File: src/rtl/apb_requester.sv
// APB requester: turns a valid/ready command into one APB transfer and returns the
// result on a valid/ready response channel. A watchdog aborts transfers that the
// completer stalls for too long.
module apb_requester #(
    parameter int unsigned ADDR_W  = 12,
    parameter int unsigned DATA_W  = 32,
    parameter int unsigned TIMEOUT = 16,
    parameter logic [2:0]  PROT    = 3'b000
) (
    input  logic                PCLK,
    input  logic                PRESET,
    // Command channel
    input  logic                cmd_valid,
    output logic                cmd_ready,
    input  logic                cmd_write,
    input  logic [ADDR_W-1:0]   cmd_addr,
    input  logic [DATA_W-1:0]   cmd_wdata,
    input  logic [DATA_W/8-1:0] cmd_strb,
    // Response channel
    output logic                rsp_valid,
    input  logic                rsp_ready,
    output logic [DATA_W-1:0]   rsp_rdata,
    output logic                rsp_err,
    output logic                rsp_timeout,
    // APB bus
    output logic                PSEL,
    output logic                PENABLE,
    output logic                PWRITE,
    output logic [ADDR_W-1:0]   PADDR,
    output logic [DATA_W-1:0]   PWDATA,
    output logic [DATA_W/8-1:0] PSTRB,
    output logic [2:0]          PPROT,
    input  logic                PREADY,
    input  logic [DATA_W-1:0]   PRDATA,
    input  logic                PSLVERR
);

    // Counter must be able to hold TIMEOUT; keep at least one bit when disabled.
    localparam int unsigned     CNT_W    = (TIMEOUT > 0) ? $clog2(TIMEOUT + 1) : 1;
    localparam logic [CNT_W-1:0] CNT_LAST = (TIMEOUT > 0) ? CNT_W'(TIMEOUT - 1) : '0;

    typedef enum logic [1:0] {
        StIdle,
        StSetup,
        StAccess,
        StResp
    } state_t;

    state_t           state;
    logic [CNT_W-1:0] wait_cnt;
    logic             timeout_hit;

    // Last permitted wait cycle; only meaningful when the watchdog is enabled.
    assign timeout_hit = (TIMEOUT != 0) && (wait_cnt == CNT_LAST);

    assign PPROT = PROT;

    // Transfer FSM; every output is registered and updated on state transitions.
    always_ff @(posedge PCLK) begin
        if (PRESET) begin
            state       <= StIdle;
            wait_cnt    <= '0;
            cmd_ready   <= 1'b0;
            rsp_valid   <= 1'b0;
            rsp_rdata   <= '0;
            rsp_err     <= 1'b0;
            rsp_timeout <= 1'b0;
            PSEL        <= 1'b0;
            PENABLE     <= 1'b0;
            PWRITE      <= 1'b0;
            PADDR       <= '0;
            PWDATA      <= '0;
            PSTRB       <= '0;
        end else begin
            unique case (state)
                StIdle: begin
                    if (cmd_valid && cmd_ready) begin
                        // Bus address/data registers double as the command holding registers.
                        cmd_ready <= 1'b0;
                        PWRITE    <= cmd_write;
                        PADDR     <= cmd_addr;
                        PWDATA    <= cmd_wdata;
                        PSTRB     <= cmd_write ? cmd_strb : '0;
                        PSEL      <= 1'b1;
                        PENABLE   <= 1'b0;
                        state     <= StSetup;
                    end else begin
                        cmd_ready <= 1'b1;
                    end
                end
                StSetup: begin
                    PENABLE  <= 1'b1;
                    wait_cnt <= '0;
                    state    <= StAccess;
                end
                StAccess: begin
                    if (PREADY) begin
                        PSEL        <= 1'b0;
                        PENABLE     <= 1'b0;
                        rsp_valid   <= 1'b1;
                        rsp_rdata   <= PWRITE ? '0 : PRDATA;
                        rsp_err     <= PSLVERR;
                        rsp_timeout <= 1'b0;
                        state       <= StResp;
                    end else if (timeout_hit) begin
                        // Deliberate protocol abort: drop the bus mid-transfer.
                        PSEL        <= 1'b0;
                        PENABLE     <= 1'b0;
                        rsp_valid   <= 1'b1;
                        rsp_rdata   <= '0;
                        rsp_err     <= 1'b1;
                        rsp_timeout <= 1'b1;
                        state       <= StResp;
                    end else begin
                        wait_cnt <= wait_cnt + CNT_W'(1);
                    end
                end
                StResp: begin
                    if (rsp_ready) begin
                        rsp_valid <= 1'b0;
                        cmd_ready <= 1'b1;
                        state     <= StIdle;
                    end
                end
                default: begin
                    state <= StIdle;
                end
            endcase
        end
    end

endmodule

File: config.mk
export PLATFORM = sky130hd
export DESIGN_NAME = apb_requester
export DESIGN_NICKNAME = d
export VERILOG_FILES = /design/src/rtl/apb_requester.sv
export SDC_FILE = /design/constraint.sdc
export NUM_CORES = 1
export LEC_CHECK = 0
export BUFFER_PORTS_ARGS = -buffer_cell sky130_fd_sc_hd__buf_2
export CAP_MARGIN = 20
export CORE_MARGIN = 4
export CORE_UTILIZATION = 48
export CTS_CLUSTER_SIZE = 24
export DETAILED_ROUTE_END_ITERATION = 16
export MAX_ROUTING_LAYER = met4
export PLACE_DENSITY_LB_ADDON = 0.12
export SLEW_MARGIN = 20
export SYNTH_ARGS = -nofsm -noshare
export SYNTH_HDL_FRONTEND = slang
export SYNTH_SLANG_ARGS = --single-unit
File: constraint.sdc
create_clock -name PCLK -period 3.31 [get_ports PCLK]
set_input_delay 0.4965 -clock PCLK [delete_from_list [all_inputs] [get_ports PCLK]]
set_output_delay 0.4965 -clock PCLK [all_outputs]
set_load 0.02 [all_outputs]
# After elaboration in Yosys (flattened, before gate mapping)
# Index checks and enable logic that the tools add are counted.
[classes]
addsub = 1
n_reduce_logical = 16
eq_ne = 9
muxes = 27
[ops]
columns = ["cell", "count"]
rows = [
  ["$mux W32", 3],
  ["$reduce_and A3 Y1", 5],
  ["$mux W1", 11],
  ["$mux W5", 2],
  ["$pmux W5 S2", 1],
  ["$reduce_bool A2 Y1", 5],
  ["$mux W2", 4],
  ["$ne A2 B2 Y1 const B", 4],
  ["$pmux W2 S4", 1],
  ["$pmux W1 S2", 3],
  ["$reduce_and A2 Y1", 3],
  ["$add A5 B1 Y5 const B", 1],
  ["$eq A5 B4 Y1 const B", 1],
  ["$eq A2 B2 Y1 const B", 2],
  ["$mux W4", 1],
  ["$ne A3 B3 Y1 const B", 1],
  ["$pmux W1 S3", 1],
  ["$reduce_bool A3 Y1", 1],
  ["$eq A2 B1 Y1 const B", 1],
  ["$logic_not A2 Y1", 1],
  ["$logic_and A1 B1 Y1", 1],
]
[word_totals]
register_bits = 94
output_inout_bits = 90

# Depth between registers and ports, before layout
[depth]
depth_word = 4
mapped_depth = 8

# Worst setup path before layout
# OpenSTA, ideal clock, no wires.
[synth_path]
path_type = "flip-flop to flip-flop"
startpoint = "reg wait_cnt[0]"
endpoint = "reg wait_cnt[3]"
stages_incl_launch_ff = 8
path_slack_ps = 1411
setup_time_ps = 70
arrival_time_ps = 1829
path_cell_list = "dfxtp_1 > ha_1 > and3_1 > ha_1 > or3b_1 > buf_2 > or3_1 > a21oi_1"
[synth_between]
elab_chain_len = 4
[synth_rtl]
columns = ["element", "line", "rtl"]
rows = [
  ["from (decl)", "50", "logic [CNT_W-1:0] wait_cnt;"],
  ["from (signal assigned)", "115", "wait_cnt <= wait_cnt + CNT_W'(1);"],
  ["$add A5 B1 Y5", "115", ""],
  ["$mux W5", "105", "end else if (timeout_hit) begin"],
  ["$mux W5", "97", "if (PREADY) begin"],
  ["$pmux W5 S2", "75", "unique case (state)"],
]
# Parallel ways exist; a longest one is shown, timed or not. The select of a mux whose other input is x is not followed.
# A chain may end at the register's enable or synchronous reset.

# Final worst setup path
[layout_path]
startpoint = "reg wait_cnt[0]"
endpoint = "reg rsp_rdata[14]"
[layout_between]
elab_chain_len = 3
[layout_rtl]
columns = ["element", "line", "rtl"]
rows = [
  ["$eq A5 B4 Y1", "54", "assign timeout_hit = (TIMEOUT != 0) && (wait_cnt == CNT_LAST);"],
  ["$reduce_bool A2 Y1 (no line)", "--", ""],
  ["$reduce_and A2 Y1 (no line)", "--", ""],
  ["to (signal assigned)", "101", "rsp_rdata <= PWRITE ? '0 : PRDATA;"],
  ["to (decl)", "22", "output logic [DATA_W-1:0] rsp_rdata,"],
]
# Every way passes these cells.

==> parameters.txt <==
Parameter                              Value

Logic synthesis
  Cell Area, Synth    roughly 0.0034 sq mm
  Cell count after synthesis    a little over 400
  Sequential element share of the synthesized area    ~55%
  Syn avg cell area    8.51 sq um
  Count of cell types in the netlist    29
  Yosys warning total    0
  Count of state elements after synthesis    between 90 and 100

Floorplan
  Initial standard-cell utilization of the core    about half
  Die boundary width    a little over 90 microns
  Floorplan die area    0.00858 sq mm
  I/O pin cnt    about 180
  Placement Rows    30
  Area of the core region    between 0.006 and 0.007 sq mm
  Die Y-Extent    92.6 microns

Power
  Clock power frac    between 20% and 30%
  Internal power component    approximately 2 mW
  Switching power as a share of total power    between 30% and 40%
  Net switching power    ~1.0 mW
  PwrDens    678 mW/mm^2
  Static Leakage    ~2.1 nW
  Sequential share of power    44.3%
  Max rail drop VDD    0.314 mV
  Logic gate share of total power    29.3%

Timing
  Total count of hold-check failures in the final report    0
  Actual slew at the worst max-slew pin    between 0.9 and 1 ns
  Maximum clock rate    459 MHz
  Share of the clock period used by the worst path    roughly 66%
  Total negative slack for setup checks    0 ns
  Worst slew slack as a fraction of its limit    approximately 34%
  Number of setup violations in the final report    0
  Unrepaired setup endpoints after global routing    false
  Worst Hold Margin    roughly 0.38 ns
  Post-layout worst setup margin    1.13 ns
  Post-Route Skew    between 0.01 and 0.015 ns
  Max-slew violation count    0
  Minimum clock period after layout    roughly 2.2 ns

Drt
  Number of DRC markers in iteration 0    around 140
  DR pass1 iterations    5
  Average via count per standard cell    between 4 and 5
  Remaining routing DRC violations    0
  Antenna Nets Post-Route    0
  Total number of vias    around 3,300
  WL final    9.06 mm
  Post-detailed-route wirelength per cell    ~14 microns

Place
  Number of I/O port buffers    between 150 and 200
  GP Congestion    0.793
  Worst setup timing slack at the placement stage    between 1 and 1.5 ns
  Detailed placement HPWL    6.39 mm

Clock tree
  Clk pin slew, worst setup/hold paths    0.09 ns
  Number of buffers added by the clock tree synthesis step    9
  Number of hold buffers added after cts    0
  Clk sinks    94
  H-tree depth    3
  Post-cts gate resize count    0
  Setup bufs post-CTS    0
  TritonCTS clock tree    yes
  Master cell of the clock root buffer    sky130_fd_sc_hd__clkbuf_8
  Clock latency on the worst-skew pair    between 0.3 and 0.4 ns
  Buffer levels on the longest clock path    2

Worst setup path
  CP most frequent cell    sky130_fd_sc_hd__ha_1
  Buf/Inv on CP    1
  Gate family responsible for the most delay along the worst path    compound AO/OA/AOI/OAI gates
  Worst-path cell chain    ha_1, and3_1, ha_1, o21ai_2, buf_4, a22oi_1, nor2_1
  Critical path peak fanout    19
  Worst path arrival time    about 2.5 ns
  R2R Setup Slk    ~1.1 ns
  Startpoint type of the worst setup path    flip-flop
  Critical Path End Type    flip-flop
  Worst reg2reg path depth    7
  Critical path start-end classification    reg -> reg
  Required time of the critical path    roughly 3.6 ns
  R2r endpoint    rsp_rdata[14]$_SDFFE_PP0P_
  Slowest stage cell on the critical path    sky130_fd_sc_hd__o21ai_2
  Startpoint of the most critical register-to-register path    wait_cnt[0]$_SDFFE_PP0P_
  Largest stage delay on the critical path    about 0.59 ns

GRT
  First-pass GRT wire length    roughly 15 mm
  Via count of the first global-routing pass    between 3,000 and 4,000
  Overflow after GRT    0
  Number of antenna violations at the first check in global routing    0
  Largest net degree at the start of global routing    51
  Total routing resource utilization after global routing    about 22%

Min path
  Launch instance of the worst min-delay path    cmd_wdata[5]
  Number of instances on the worst hold path    3
  Hold Crit Class    in -> reg
  Endpoint with the worst hold slack    PWDATA[5]$_SDFFE_PP0P_

Layout
  Nets    roughly 660
  Fill count    approximately 620
  Area of combinational cells with multiple inputs    between 0.001 and 0.0015 sq mm
  Share of post-route cells with drive strength above 1    34.6%
  Area used by sequential logic in the layout    roughly 0.0019 sq mm
  Antenna diode count    0
  Layout-stage area growth over the synthesis result    32.1%

Status
  Outcome    finished, final reports clean

Run
  Number of violations of the max-capacitance limit    0
-- worst max path at each step --
stage	from	end	slack [ns]	cells after the start
after floorplan	wait_cnt[0]$_SDFFE_PP0P_	wait_cnt[3]$_SDFFE_PP0P_	1.41	7
after global placement	state[0]$_SDFFE_PP0P_	cmd_ready$_SDFFE_PP0P_	1.18	5
after detailed placement	state[0]$_SDFFE_PP0P_	cmd_ready$_SDFFE_PP0P_	1.11	5
after CTS	state[0]$_SDFFE_PP0P_	cmd_ready$_SDFFE_PP0P_	1.11	5
after global routing	state[0]$_SDFFE_PP0P_	cmd_ready$_SDFFE_PP0P_	0.91	5
final	wait_cnt[0]$_SDFFE_PP0P_	rsp_rdata[14]$_SDFFE_PP0P_	1.13	7
-- registers in the layout, summed over array words and instances (netlist names), 2 cells and up --
| register | flops |
|---|---|
| PADDR | 12 |
| PSTRB | 4 |
| PWDATA | 32 |
| rsp_rdata | 32 |
| state | 2 |
| wait_cnt | 5 |
-- metal layers --
metal	up-vias	routed length (microns)	global-route usage, %
met4	0	148	6.11
met5	-	0	-
met2	114	4430	36.4
met1	1499	3770	24.3
met3	14	711	7.72
li1	1656	-	-
-- worst min-delay path: stages --
cell and delay (ns):
sky130_fd_sc_hd__buf_2 0.09, sky130_fd_sc_hd__nand2_1 0.04, sky130_fd_sc_hd__a21oi_1 0.05
-- Yosys cell counts, drive strengths merged --
master	count	area (sq um)
nand2b	9	56.3
dfxtp	94	1880
and3	2	12.5
a211oi	2	15.0
nor3b	1	12.5
conb	1	3.75
nor3	3	15.0
clkbuf	23	86.3
nand2	97	364
and3b	1	8.76
mux2i	2	20.0
a22oi	32	240
o22ai	1	6.26
buf	10	57.6
o31ai	1	7.51
or2	1	6.26
mux2	1	11.3
nor2	35	131
a21boi	1	7.51
nand3	9	45.0
inv	4	15.0
or3	3	18.8
nor2b	2	12.5
ha	7	87.6
o21ai	4	20.0
or3b	1	8.76
a21oi	57	285
-- layout make-up --
| class | instances | area share, % |
|---|---|---|
| clock buffer | 12 | 3.20 |
| timing repair buffer | 177 | 19.7 |
| multi-input combinational | 275 | 31.1 |
| clock inverter | 4 | 1.54 |
| sequential | 94 | 41.4 |
| tap | 96 | 2.64 |
| inverter | 4 | 0.331 |
-- through the flow --
| stage | instance area, sq um | utilization [%] | power [mW] | instances |
|---|---|---|---|---|
| floorplan | 3440 | - | 2.01 | 406 |
| global placement | 4330 | 63.0 | 2.28 | 646 |
| detailed placement | 4330 | 63.0 | 2.30 | 646 |
| CTS | 4540 | 66.1 | 3.12 | 662 |
| global route | 4540 | 66.1 | 3.27 | 662 |
| finish | 4540 | 66.1 | 3.08 | 662 |
-- placed cells by master, fill, tap and decap left out, types with 4 or more instances in the layout --
master,instances
sky130_fd_sc_hd__nor2_1,35
sky130_fd_sc_hd__a21oi_1,57
sky130_fd_sc_hd__nand2_1,97
sky130_fd_sc_hd__a22oi_1,32
sky130_fd_sc_hd__ha_1,7
sky130_fd_sc_hd__dfxtp_1,94
sky130_fd_sc_hd__buf_2,173
sky130_fd_sc_hd__buf_4,4
sky130_fd_sc_hd__clkbuf_8,10
sky130_fd_sc_hd__inv_1,4
sky130_fd_sc_hd__nand3_1,8
sky130_fd_sc_hd__nand2b_1,9
-- power groups by stage --
stage | clock (mW) | sequential, mW | combinational [mW]
2_1_floorplan | 0 | 1.55 | 0.462
3_3_place_gp | 0 | 1.38 | 0.893
3_5_place_dp | 0 | 1.39 | 0.911
4_1_cts | 0.841 | 1.36 | 0.913
5_1_grt | 0.891 | 1.38 | 0.998
6_report | 0.813 | 1.36 | 0.903
-- logic make-up after synthesis --
group / Yosys count / synth area share [%]
AOI/OAI and AO/OA: 98 / 16.9
buffers and inverters: 37 / 4.62
DFF: 94 / 54.8
and+or+nand+nor: 164 / 20.1
muxes: 3 / 0.910
other: 1 / 0.109
adders and majority gates: 7 / 2.55
(Power assumes the default switching activity.)
